**config.mk**
```make
export PLATFORM = sky130hd
export DESIGN_NAME = libv_deque_frontend
export DESIGN_NICKNAME = d
export VERILOG_FILES = /design/src/rtl/libv_deque_frontend.sv
export SDC_FILE = /design/constraint.sdc
export NUM_CORES = 1
export LEC_CHECK = 0
export ABC_AREA = 1
export BUFFER_PORTS_ARGS = -buffer_cell sky130_fd_sc_hd__buf_2
export CAP_MARGIN = 5
export CORE_MARGIN = 5
export CORE_UTILIZATION = 41
export CTS_BUF_LIST = sky130_fd_sc_hd__clkbuf_4 sky130_fd_sc_hd__clkbuf_8 sky130_fd_sc_hd__clkbuf_16
export CTS_CLUSTER_DIAMETER = 40
export DETAILED_ROUTE_END_ITERATION = 16
export PLACE_DENSITY_LB_ADDON = 0.12
export SLEW_MARGIN = 20
export SYNTH_ARGS = -nofsm -noshare
export SYNTH_HDL_FRONTEND = slang
export SYNTH_SLANG_ARGS = --single-unit
```
**constraint.sdc**
```tcl
create_clock -name clk -period 2.9 [get_ports clk]
set_input_delay 0.29 -clock clk [delete_from_list [all_inputs] [get_ports clk]]
set_output_delay 0.29 -clock clk [all_outputs]
set_load 0.03 [all_outputs]
```
**src/rtl/libv_deque_frontend.sv**
```systemverilog
// Command front end for libv_deque: gates push/pop on locally tracked occupancy, registers pop
// responses, and drains the deque on flush. Optional high-water mark: LIBV_DEQUE_FRONTEND_HWM_EN.

package libv_deque_pkg;
  typedef enum logic [1:0] {
    PushFront = 2'd0,
    PopFront  = 2'd1,
    PushBack  = 2'd2,
    PopBack   = 2'd3
  } cmd_t;
endpackage

// state | meaning
// IDLE  | accept requests from the in port, forward them to the deque
// FLUSH | requests blocked; one PopBack per cycle until occupancy is zero
module libv_deque_frontend
  import libv_deque_pkg::*;
#(
  parameter  int W  = 32,
  parameter  int N  = 8,
  localparam int OW = $clog2(N + 1)
) (
  input  logic          clk,
  input  logic          rst_n,
  input  logic          in_vld,
  input  cmd_t          in_op,
  input  logic [W-1:0]  in_data,
  output logic          in_rdy,
  input  logic          flush,
  output logic          busy,
  output logic          deq_cmd_vld,
  output cmd_t          deq_cmd_op,
  output logic [W-1:0]  deq_push_data,
  input  logic [W-1:0]  deq_pop_data,
  output logic          rsp_vld,
  output logic [W-1:0]  rsp_data,
  input  logic          rsp_rdy,
  output logic [OW-1:0] occ,
  output logic [OW-1:0] hwm
);

  typedef enum logic {IDLE = 1'b0, FLUSH = 1'b1} state_t;

  localparam logic [OW-1:0] OCC_FULL = OW'(N);

  state_t        state_q;
  logic [OW-1:0] occ_q, occ_d;
  logic          rsp_vld_q;
  logic [W-1:0]  rsp_data_q;

  logic is_push, rsp_free;
  logic push_acc, pop_cap, pop_iss;
  logic flushing;

  always_comb begin
    is_push     = (in_op == PushFront) || (in_op == PushBack);
    rsp_free    = !rsp_vld_q || rsp_rdy;
    in_rdy      = 1'b0;
    deq_cmd_vld = 1'b0;
    deq_cmd_op  = in_op;
    push_acc    = 1'b0;
    pop_cap     = 1'b0;
    pop_iss     = 1'b0;
    // rst_n gating keeps the deque port quiet for the whole reset window
    if (rst_n) begin
      case (state_q)
        IDLE: begin
          in_rdy      = !flush && (is_push ? (occ_q < OCC_FULL)
                                           : ((occ_q != '0) && rsp_free));
          deq_cmd_vld = in_vld && in_rdy;
          push_acc    = deq_cmd_vld && is_push;
          pop_cap     = deq_cmd_vld && !is_push;
          pop_iss     = pop_cap;
        end
        FLUSH: begin
          deq_cmd_op  = PopBack;
          deq_cmd_vld = (occ_q != '0);
          pop_iss     = deq_cmd_vld;
        end
        default: ;
      endcase
    end
    occ_d    = occ_q + {{(OW-1){1'b0}}, push_acc} - {{(OW-1){1'b0}}, pop_iss};
    flushing = (state_q == FLUSH) || flush;
  end

  always_ff @(posedge clk or negedge rst_n) begin
    if (!rst_n) begin
      state_q    <= IDLE;
      occ_q      <= '0;
      rsp_vld_q  <= 1'b0;
      rsp_data_q <= '0;
    end else begin
      occ_q <= occ_d;
      case (state_q)
        IDLE:    if (flush) state_q <= FLUSH;
        FLUSH:   if (occ_q == '0) state_q <= IDLE;
        default: state_q <= IDLE;
      endcase
      if (pop_cap) begin
        rsp_vld_q  <= 1'b1;
        rsp_data_q <= deq_pop_data;
      end else if (rsp_rdy) begin
        rsp_vld_q  <= 1'b0;
      end
    end
  end

  assign busy          = (state_q == FLUSH);
  assign deq_push_data = in_data;
  assign rsp_vld       = rsp_vld_q;
  assign rsp_data      = rsp_data_q;
  assign occ           = occ_q;

`ifdef LIBV_DEQUE_FRONTEND_HWM_EN
  logic [OW-1:0] hwm_q;

  // Held at zero for the whole drain so a completed flush leaves a clean mark.
  always_ff @(posedge clk or negedge rst_n) begin
    if (!rst_n) begin
      hwm_q <= '0;
    end else if (flushing) begin
      hwm_q <= '0;
    end else if (occ_d > hwm_q) begin
      hwm_q <= occ_d;
    end
  end

  assign hwm = hwm_q;
`else
  logic unused_flushing;
  assign unused_flushing = flushing;
  assign hwm             = '0;
`endif

endmodule
```
; ---- Word-level counts from Yosys, hierarchy flattened
; Cells that the tools add are included.
[word_totals]
input_bits = 71
latchBits = 0
word_cells = 41
output_inout_bits = 78
ramBits = 0
mem_bits_ro = 0
register_bits = 38
memories = 0
[classes]
n_div = 0
order_cmp = 1
n_reduce_logical = 14
eq_ne = 1
n_bitwise = 1
multipliers = 0
n_addsub = 2
mux = 18
n_shift = 0
[op_table]
columns = operator, n
row1 = $mux 1, 13
row2 = $pmux 1 s2, 3
row3 = $logic_and 1x1->1, 5
row4 = $add 4x1->4, 1
row5 = $logic_not 4->1, 1
row6 = $lt 4x4->1 const B, 1
row7 = $mux 2, 2
row8 = $reduce_bool 4->1, 1
row9 = $sub 4x1->4, 1
row10 = $logic_not 1->1, 3
row11 = $eq 2x2->1 const B, 1
row12 = $logic_not 2->1, 1
row13 = $logic_or 1x1->1, 2
row14 = $reduce_bool 2->1, 1
row15 = $not 1->1, 1

; ---- Depth between registers and ports, before layout
; Gate-level depths: netlist (run 1).
[depth]
ltp_word = 11
mapped_depth = 12
mapped_depth_nobuf = 12

; ---- Worst setup path after synthesis (run 1)
; No wires, ideal clock.
[synth_timing]
path_type = register to register
from = register occ_q[2], in the netlist occ[2]
to = register occ_q[2], in the netlist occ[2]
t_arrival_ps = 2283
path_buffers = 0
path_stages_with_launch = 13
t_required_ps = 2777
setup_slack_ps = 494
cell_sequence = dfrtp_1 inv_1 ha_1 nand2_1 nor2_1 o21ai_0 nand4_1 ha_1 inv_1 ha_1 inv_1 fa_1 xnor2_1
[synth_between]
elab_chain_len = 10
word_cells_on_any_way = 14
classes_between = add/sub (2) / order compare (1) / mux (5) / reduce/logical (6)
[synth_lines]
columns = element, line_no
row1 = "start, declared", 47  ; logic [OW-1:0] occ_q, occ_d;
row2 = "start signal, assigned", 90  ; occ_q <= '0;
row3 = "start signal, assigned", 94  ; occ_q <= occ_d;
row4 = branches (longest 9 deep; another with $lt 4x4->1), -
row5 = $sub 4x1->4 *, 83  ; occ_d = occ_q + {{(OW-1){1'b0}}, push_acc} - {{(OW-1){1'b0}}, pop_iss};
row6 = named net occ_d[2], 47
; Mark *: on every way through the listed nets, which the timed path passes.
; A chain may end at the register's enable or synchronous reset.

; ---- Worst setup path after layout (run 1)
[layout_timing]
from = input rst_n
to = register occ_q[2], in the netlist occ[2]
[layout_between]
elab_chain_len = 3
word_cells_on_any_way = 4
classes_between = add/sub (2) / mux (2)
[layout_lines]
columns = element, line_no
row1 = "start, declared", 24  ; input logic rst_n,
row2 = $mux 1, 65  ; if (rst_n) begin
row3 = $add 4x1->4, 83
row4 = $sub 4x1->4 *, 83
row5 = named net occ_d[2], 47
; The timed path passes the listed nets; every way through them passes the cells marked *.

==> qor.csv, run 1 <==
stage,metric,value,unit
outcome,run status,finished clean,
synth,Synth Warn #,0,
run,Max Cap Viol,0,
setup_path,crit-path max cell delay,0.53,ns
setup_path,CP max FO,10,
routing,vias post-DR,1434,
routing,initial DRC count,22,
die,Die Span Y,80.7,um
setup_path,crit path DAT,2.55,ns
setup_path,Setup crit start,rst_n,
clock_tree,clock root cell,clkbuf_8,
setup_path,"CP delay by family, top",buffers and inverters,
clock_tree,CTS buffer count,5,
routing,DR pass1 iterations,4,
global_routing,first-pass GRT wire length,6.01,mm
clock_tree,Sink Count,38,
synth,Netlist cell types,24,
routing,drt wl/cell,11.3,um
global_routing,number of global-route vias before repair,1337,
timing,Hold WS,0.190,ns
synth,"Seq/Total Area, Yosys",46.4,%
power,Pwr Density,971,mW/mm^2
timing,period utilization,82.0,%
timing,Max Clock Skew,0.00364,ns
clock_tree,CTS tree,done,
timing,Slew HR,50.8,%
clock_tree,H-tree Lvls,2,
cells_and_area,final instance area,0.00232,mm^2
power,Leakage,1.37,nW
cells_and_area,layout cell share with drive strength beyond 1,41.2,%
synth,Synth Area per Inst,9.11,um^2
die,Placeable Area,0.00479,mm^2
setup_path,reg2reg start,occ[2],
global_routing,antenna violations before repair,0,
cells_and_area,P&R area growth vs syn,13.4,%
hold_path,Hold Path Class,in -> reg,
synth,ys async rst share,100,%
cells_and_area,ANT cells,0,
placed_design,gpl congestion,0.797,
global_routing,pin count of the biggest net entering global routing,66,
synth,Synth Register Bits,38,
placed_design,DP Worst Slack,0.578,ns
setup_path,cells along the critical path,"dlygate4sd3_1, buf_2, nand2_1, nor2_4, nand4_4, nand2_1, ha_1, inv_1, ha_1, inv_1, fa_1, xnor2_1",
clock_tree,post-CTS sizing,0,
clock_tree,CTS hold repair buffers,1,
timing,post-route setup slack,0.521,ns
clock_tree,clock latency on the worst-skew pair,0.28,ns
timing,RSZ-0062 raised after global routing,no,
timing,Final setup viols,0,
synth,synthesized cell area,0.00205,mm^2
timing,Final min period,2.38,ns
synth,Synth Flop Type,dfrtp_1,
clock_tree,Clock Path Buffers,2,
timing,final setup TNS,0,ns
synth,Syn Inst Count,225,
cells_and_area,"non-filler cells, final",341,
placed_design,dpl cells,334,
placed_design,post-placement cell area,0.00223,mm^2
hold_path,Hold Startpoint,rsp_rdy,
setup_path,critical path class,in -> reg,
cells_and_area,fillers,515,
routing,detailed-route DRC error count,0,
die,total die area,0.00651,mm^2
setup_path,"Req. time, crit path",3.07,ns
setup_path,CP Launch Type,input pin,
timing,Slew @ Worst Pin,0.738,ns
die,Ports,149,
timing,"Slew Viols, Final",0,
placed_design,IO Port Bufs,80,
die,die width,80.7,um
cells_and_area,nets,352,
die,Initial Util,42.8,%
routing,drt total wl,3.84,mm
routing,Final ANT Viol Nets,0,
global_routing,total track usage,12.1,%
global_routing,GR Overflow Total,0,
timing,hold violation count in the final report,0,
die,Cell Rows,25,
setup_path,CP max stage cell,dlygate4sd3_1,
power,Worst IR Drop VDD,0.528,mV
setup_path,Critical path buffers and inverters,4,
clock_tree,"Reg clk slew, reported paths",0.07,ns
synth,"EDFF count, synth",0,
routing,Avg Vias per Cell,4.21,
placed_design,placed wire-length estimate,2.86,mm
clock_tree,setup fix buffers added after clock tree synthesis,0,
setup_path,CP endpoint kind,flop,
timing,fmax,0.420,GHz
[flip-flops by register name, summed over array words and instances (netlist names)]
| register | cells |
|---|---|
| busy | 1 |
| occ | 4 |
| rsp_data | 32 |
| rsp_vld | 1 |
[cell usage after synthesis, drive strengths merged, types with 2 or more instances]
| library cell | instances | area, um^2 |
|---|---|---|
| inv | 45 | 169 |
| buf | 42 | 332 |
| nand2 | 39 | 166 |
| dfrtp | 38 | 951 |
| o21ai | 36 | 233 |
| nor2 | 7 | 36.3 |
| ha | 5 | 62.6 |
| a21oi | 2 | 10.0 |
| nand3 | 2 | 10.0 |
| nand4 | 2 | 18.8 |
| xnor2 | 2 | 17.5 |
[power breakdown]
part	internal, mW	total (mW)	switching, mW	leakage [nW]
Combinational	0.353	1.07	0.721	0.837
Sequential	0.721	0.835	0.114	0.493
Clock	0.183	0.347	0.164	0.0431
[logic make-up after synthesis]
group / Yosys count / share of synthesized area, %
AND/OR/NAND/NOR: 50 / 11.3
adder cells (fa/ha/maj): 6 / 4.03
other: 1 / 0.183
buffers and inverters: 88 / 24.7
XOR/XNOR: 2 / 0.855
AO/OA/AOI/OAI: 40 / 12.6
flip-flops: 38 / 46.4
[layout make-up]
type	instances	area [um^2]	share of cell area [%]
Inverter	45	169	7.27
Multi-Input combinational cell	102	613	26.4
Timing Repair Buffer	83	425	18.3
Clock buffer	6	82.6	3.55
Sequential cell	38	951	40.9
Tap cell	67	83.8	3.61
[worst register-to-register path, stage by stage, from the launching register on]
cell and delay (ns):
dfrtp_1 0.34, inv_1 0.06, ha_1 0.21, nand2_1 0.09
nor2_1 0.05, o21ai_0 0.27, nand4_1 0.14, ha_1 0.29
inv_1 0.05, ha_1 0.16, inv_1 0.05, fa_1 0.38
xnor2_1 0.13
[layout by cell type, fill, tap and decap left out]
| cell | count |
|---|---|
| dlygate4sd3_1 | 1 |
| nand2_2 | 8 |
| nor2_4 | 1 |
| o21ai_2 | 14 |
| o21ai_0 | 6 |
| o21bai_1 | 1 |
| dfrtp_1 | 38 |
| nand3_1 | 2 |
| nand4_4 | 1 |
| buf_4 | 2 |
| o211ai_1 | 1 |
| nor2_1 | 5 |
| buf_2 | 80 |
| xnor2_1 | 2 |
| conb_1 | 4 |
| fa_1 | 1 |
| clkbuf_8 | 6 |
| nand4_1 | 1 |
| o21ai_1 | 16 |
| nor2_2 | 1 |
| ha_1 | 5 |
| inv_1 | 45 |
| nand2_1 | 31 |
| a21oi_1 | 2 |
[stage by stage]
stage	power, mW	util, %
after detailed placement	1.94	46.6
after CTS	2.30	48.6
after floorplan	1.70	-
final	2.26	48.6
after global routing	2.43	48.6
after global placement	1.93	46.6
[worst paths after layout]
check | to | slack [ns] | cells after the start
worst min-delay path | rsp_vld | 0.19 | 2
worst max-delay path | occ[2] | 0.52 | 12
min in group asynchronous | busy | 0.41 | 2
worst min register to register | rsp_data[11] | 0.48 | 2
worst max register to register | occ[2] | 0.58 | 12
max in group asynchronous | rsp_data[11] | 1.83 | 3
[metal layers]
| layer | up-vias | global-route usage (%) | wire length [um] |
|---|---|---|---|
| met3 | 12 | 5.04 | 452 |
| met2 | 70 | 18.3 | 1610 |
| li1 | 732 | - | - |
| met5 | - | 0 | 0 |
| met1 | 620 | 14.7 | 1680 |
| met4 | 0 | 6.08 | 97 |
Note: power is estimated with default switching activity, not from simulation.
==> run 2: changes to the inputs <==
- clock period: 2.9 -> 2.2 ns (I/O delays scaled with it)
==> run 2 against run 1 <==
Register-to-register slack got worse by 0.45 ns. First-iteration DRC count is 64% higher. Largest power group unchanged. Via count decreased by 0.21%. Worst hold slack got worse by 0.14 ns. Clock power grew 100%. Critical path type is now reg -> reg. Critical endpoint unchanged. Combinational power is 39% higher. Total power increased by 47%. Clock skew is 0.0021 ns higher. Sequential share of layout area fell by 1.6 points. Setup slack lost 0.40 ns. Sequential power increased by 34%. Core utilization up 2.3 points.
==> qor.csv, run 2 (synthesis gave the netlist of run 1 again) <==
stage,metric,value,unit,change
timing,Slew HR,51.9,%,was 50.8%
timing,Slew @ Worst Pin,0.721,ns,was 0.738 ns
routing,Avg Vias per Cell,4.17,,was 4.21
cells_and_area,"most common cell after layout, fill and taps aside",buf_2,,unchanged
global_routing,pin count of the biggest net entering global routing,66,,unchanged
timing,final setup TNS,0,ns,unchanged
placed_design,IO Port Bufs,80,,unchanged
setup_path,cells along the critical path,"inv_2, ha_4, nand2_2, nor2_1, o21ai_2, nand4_1, ha_4, inv_4, ha_4, inv_2, fa_1, xnor2_1",,"was dlygate4sd3_1, buf_2, nand2_1, nor2_4, nand4_4, nand2_1, ha_1, inv_1, ha_1, inv_1, fa_1, xnor2_1"
routing,vias post-DR,1431,,was 1434
clock_tree,clock root cell,clkbuf_8,,unchanged
run,Max Cap Viol,0,,unchanged
die,Die Span Y,80.7,um,unchanged
routing,DR pass1 iterations,4,,unchanged
setup_path,critical path class,reg -> reg,,was in -> reg
setup_path,worst reg2reg path endpoint,occ[2],,unchanged
timing,Max Clock Skew,0.00576,ns,was 0.00364 ns
routing,detailed-route DRC error count,0,,unchanged
clock_tree,CTS buffer count,5,,unchanged
power,P_sw,1.39,mW,was 999 uW
cells_and_area,max reg flops,32,,unchanged
routing,initial DRC count,36,,was 22
timing,fmax,0.482,GHz,
timing,Final setup viols,0,,unchanged
setup_path,Critical path buffers and inverters,3,,was 4
setup_path,crit-path max cell delay,0.37,ns,was 0.53 ns
clock_tree,clock latency on the worst-skew pair,0.29,ns,was 0.28 ns
setup_path,crit path DAT,2.25,ns,was 2.55 ns
timing,"Slew Viols, Final",0,,unchanged
clock_tree,H-tree Lvls,2,,unchanged
global_routing,number of global-route vias before repair,1378,,was 1337
die,Cell Rows,25,,unchanged
global_routing,antenna violations before repair,0,,unchanged
power,Leakage,1.39,nW,was 1.37 nW
routing,Final ANT Viol Nets,0,,unchanged
die,Ports,149,,unchanged
setup_path,CP max stage cell,dfrtp_2,,was dlygate4sd3_1
setup_path,"Req. time, crit path",2.38,ns,was 3.07 ns
setup_path,"CP delay by family, top",adder cells,,was buffers and inverters
routing,drt wl/cell,11.4,um,was 11.3 um
clock_tree,CTS tree,done,,unchanged
global_routing,total track usage,12.4,%,was 12.1%
cells_and_area,layout cell share with drive strength beyond 1,47.5,%,was 41.2%
cells_and_area,nets,352,,unchanged
clock_tree,Sink Count,38,,unchanged
power,Sequential Power Share,33.7,%,was 37.0%
placed_design,DP Worst Slack,0.0460,ns,was 0.578 ns
power,clock network power share,21.2,%,was 15.4%
setup_path,cell count of the worst reg-to-reg path,12,,unchanged
timing,hold violation count in the final report,0,,unchanged
cells_and_area,ANT cells,0,,unchanged
die,die width,80.7,um,unchanged
power,Cell Int Power,1.92,mW,was 1.26 mW
power,Logic pwr share,45.1,%,was 47.6%
global_routing,first-pass GRT wire length,6.32,mm,was 6.01 mm
power,Sw Ratio,42.0,%,was 44.3%
cells_and_area,"non-filler cells, final",343,,was 341
power,Worst IR Drop VDD,0.802,mV,was 0.528 mV
outcome,run status,finished clean,,unchanged
die,Initial Util,42.8,%,unchanged
routing,drt total wl,3.92,mm,was 3.84 mm
setup_path,R2R Setup Slk,0.13,ns,was 0.58 ns
setup_path,CP Launch Type,flop,,was input pin
setup_path,most used cell along the critical path,ha_4,,
clock_tree,"Reg clk slew, reported paths",0.08,ns,was 0.07 ns
timing,period utilization,94.3,%,
placed_design,placed wire-length estimate,2.92,mm,was 2.86 mm
cells_and_area,most frequent cells in the layout,"buf_2, inv_1, dfrtp_1",,unchanged
setup_path,reg2reg start,occ[3],,was occ[2]
cells_and_area,P&R area growth vs syn,18.8,%,was 13.4%
global_routing,GR Overflow Total,0,,unchanged
die,total die area,0.00651,mm^2,unchanged
timing,post-route setup slack,0.126,ns,was 0.521 ns
placed_design,dpl cells,334,,unchanged
clock_tree,Clock Path Buffers,2,,unchanged
setup_path,CP max FO,3,,was 10
timing,Final min period,2.07,ns,
hold_path,Hold Path Class,in -> async,,was in -> reg
die,Placeable Area,0.00479,mm^2,unchanged
setup_path,CP endpoint kind,flop,,unchanged
clock_tree,CTS hold repair buffers,0,,was 1
timing,RSZ-0062 raised after global routing,no,,unchanged
placed_design,gpl congestion,0.754,,was 0.797
cells_and_area,Layout Utilization,50.9,%,was 48.6%
power,Pwr Density,1360,mW/mm^2,was 971 mW/mm^2
==> run 2: worst register-to-register path, cell delays in order (launching register included) <==
cell	delay (ns)
dfrtp_2	0.37
inv_2	0.05
ha_4	0.16
nand2_2	0.05
nor2_1	0.05
o21ai_2	0.15
nand4_1	0.16
ha_4	0.28
inv_4	0.05
ha_4	0.12
inv_2	0.03
fa_1	0.36
xnor2_1	0.13
==> run 2: power groups by stage <==
stage / clock (mW) / combinational [mW] / sequential, mW
finish: 0.702 / 1.49 / 1.12
floorplan: 0 / 0.701 / 1.62
detailed placement: 0 / 1.51 / 1.13
CTS: 0.730 / 1.51 / 1.12
global route: 0.756 / 1.63 / 1.16
global placement: 0 / 1.50 / 1.12
==> run 2: through the flow <==
step	hold slack (ns)	total power, mW	instance area, um^2
after global placement	0.385	2.62	2280
after floorplan	-0.0756	2.32	2120
after CTS	0.0619	3.36	2420
final	0.0501	3.31	2430
after global routing	0.102	3.55	2430
after detailed placement	0.384	2.64	2280
==> run 2: area by class of cell <==
class | instances | area [um^2]
flip-flops and latches | 38 | 956
clock buffers | 5 | 68.8
well taps | 67 | 83.8
clock inverters | 3 | 68.8
multi-input cells | 102 | 663
inverters | 45 | 171
fillers | 496 | 2350
repair buffers | 83 | 423
==> run 2: how the worst max path moves through the flow <==
stage / cells past startpoint / to / startpoint / slack [ns]
2_1_floorplan: 12 / occ[2] / occ[3] / -0.008
3_3_place_gp: 12 / occ[2] / occ[3] / 0.07
3_5_place_dp: 12 / occ[2] / occ[3] / 0.05
4_1_cts: 12 / occ[2] / occ[3] / 0.03
5_1_grt: 12 / occ[1] / occ[2] / 0.007
6_report: 12 / occ[2] / occ[3] / 0.13
==> run 2: metal layers <==
layer  track usage [%]  up-vias  routed length [um]
li1                  -      738                   -
met1              16.0      620                1760
met2              19.0       61                1680
met3              4.37       12                 412
met4              4.90        0                  59
met5                 0        -                   0
==> run 2: repair_timing <==
action / CTS / global route
endpoints found under the setup margin: 0 / 2
gates resized for setup: 0 / 2
setup buffers: 0 / 1
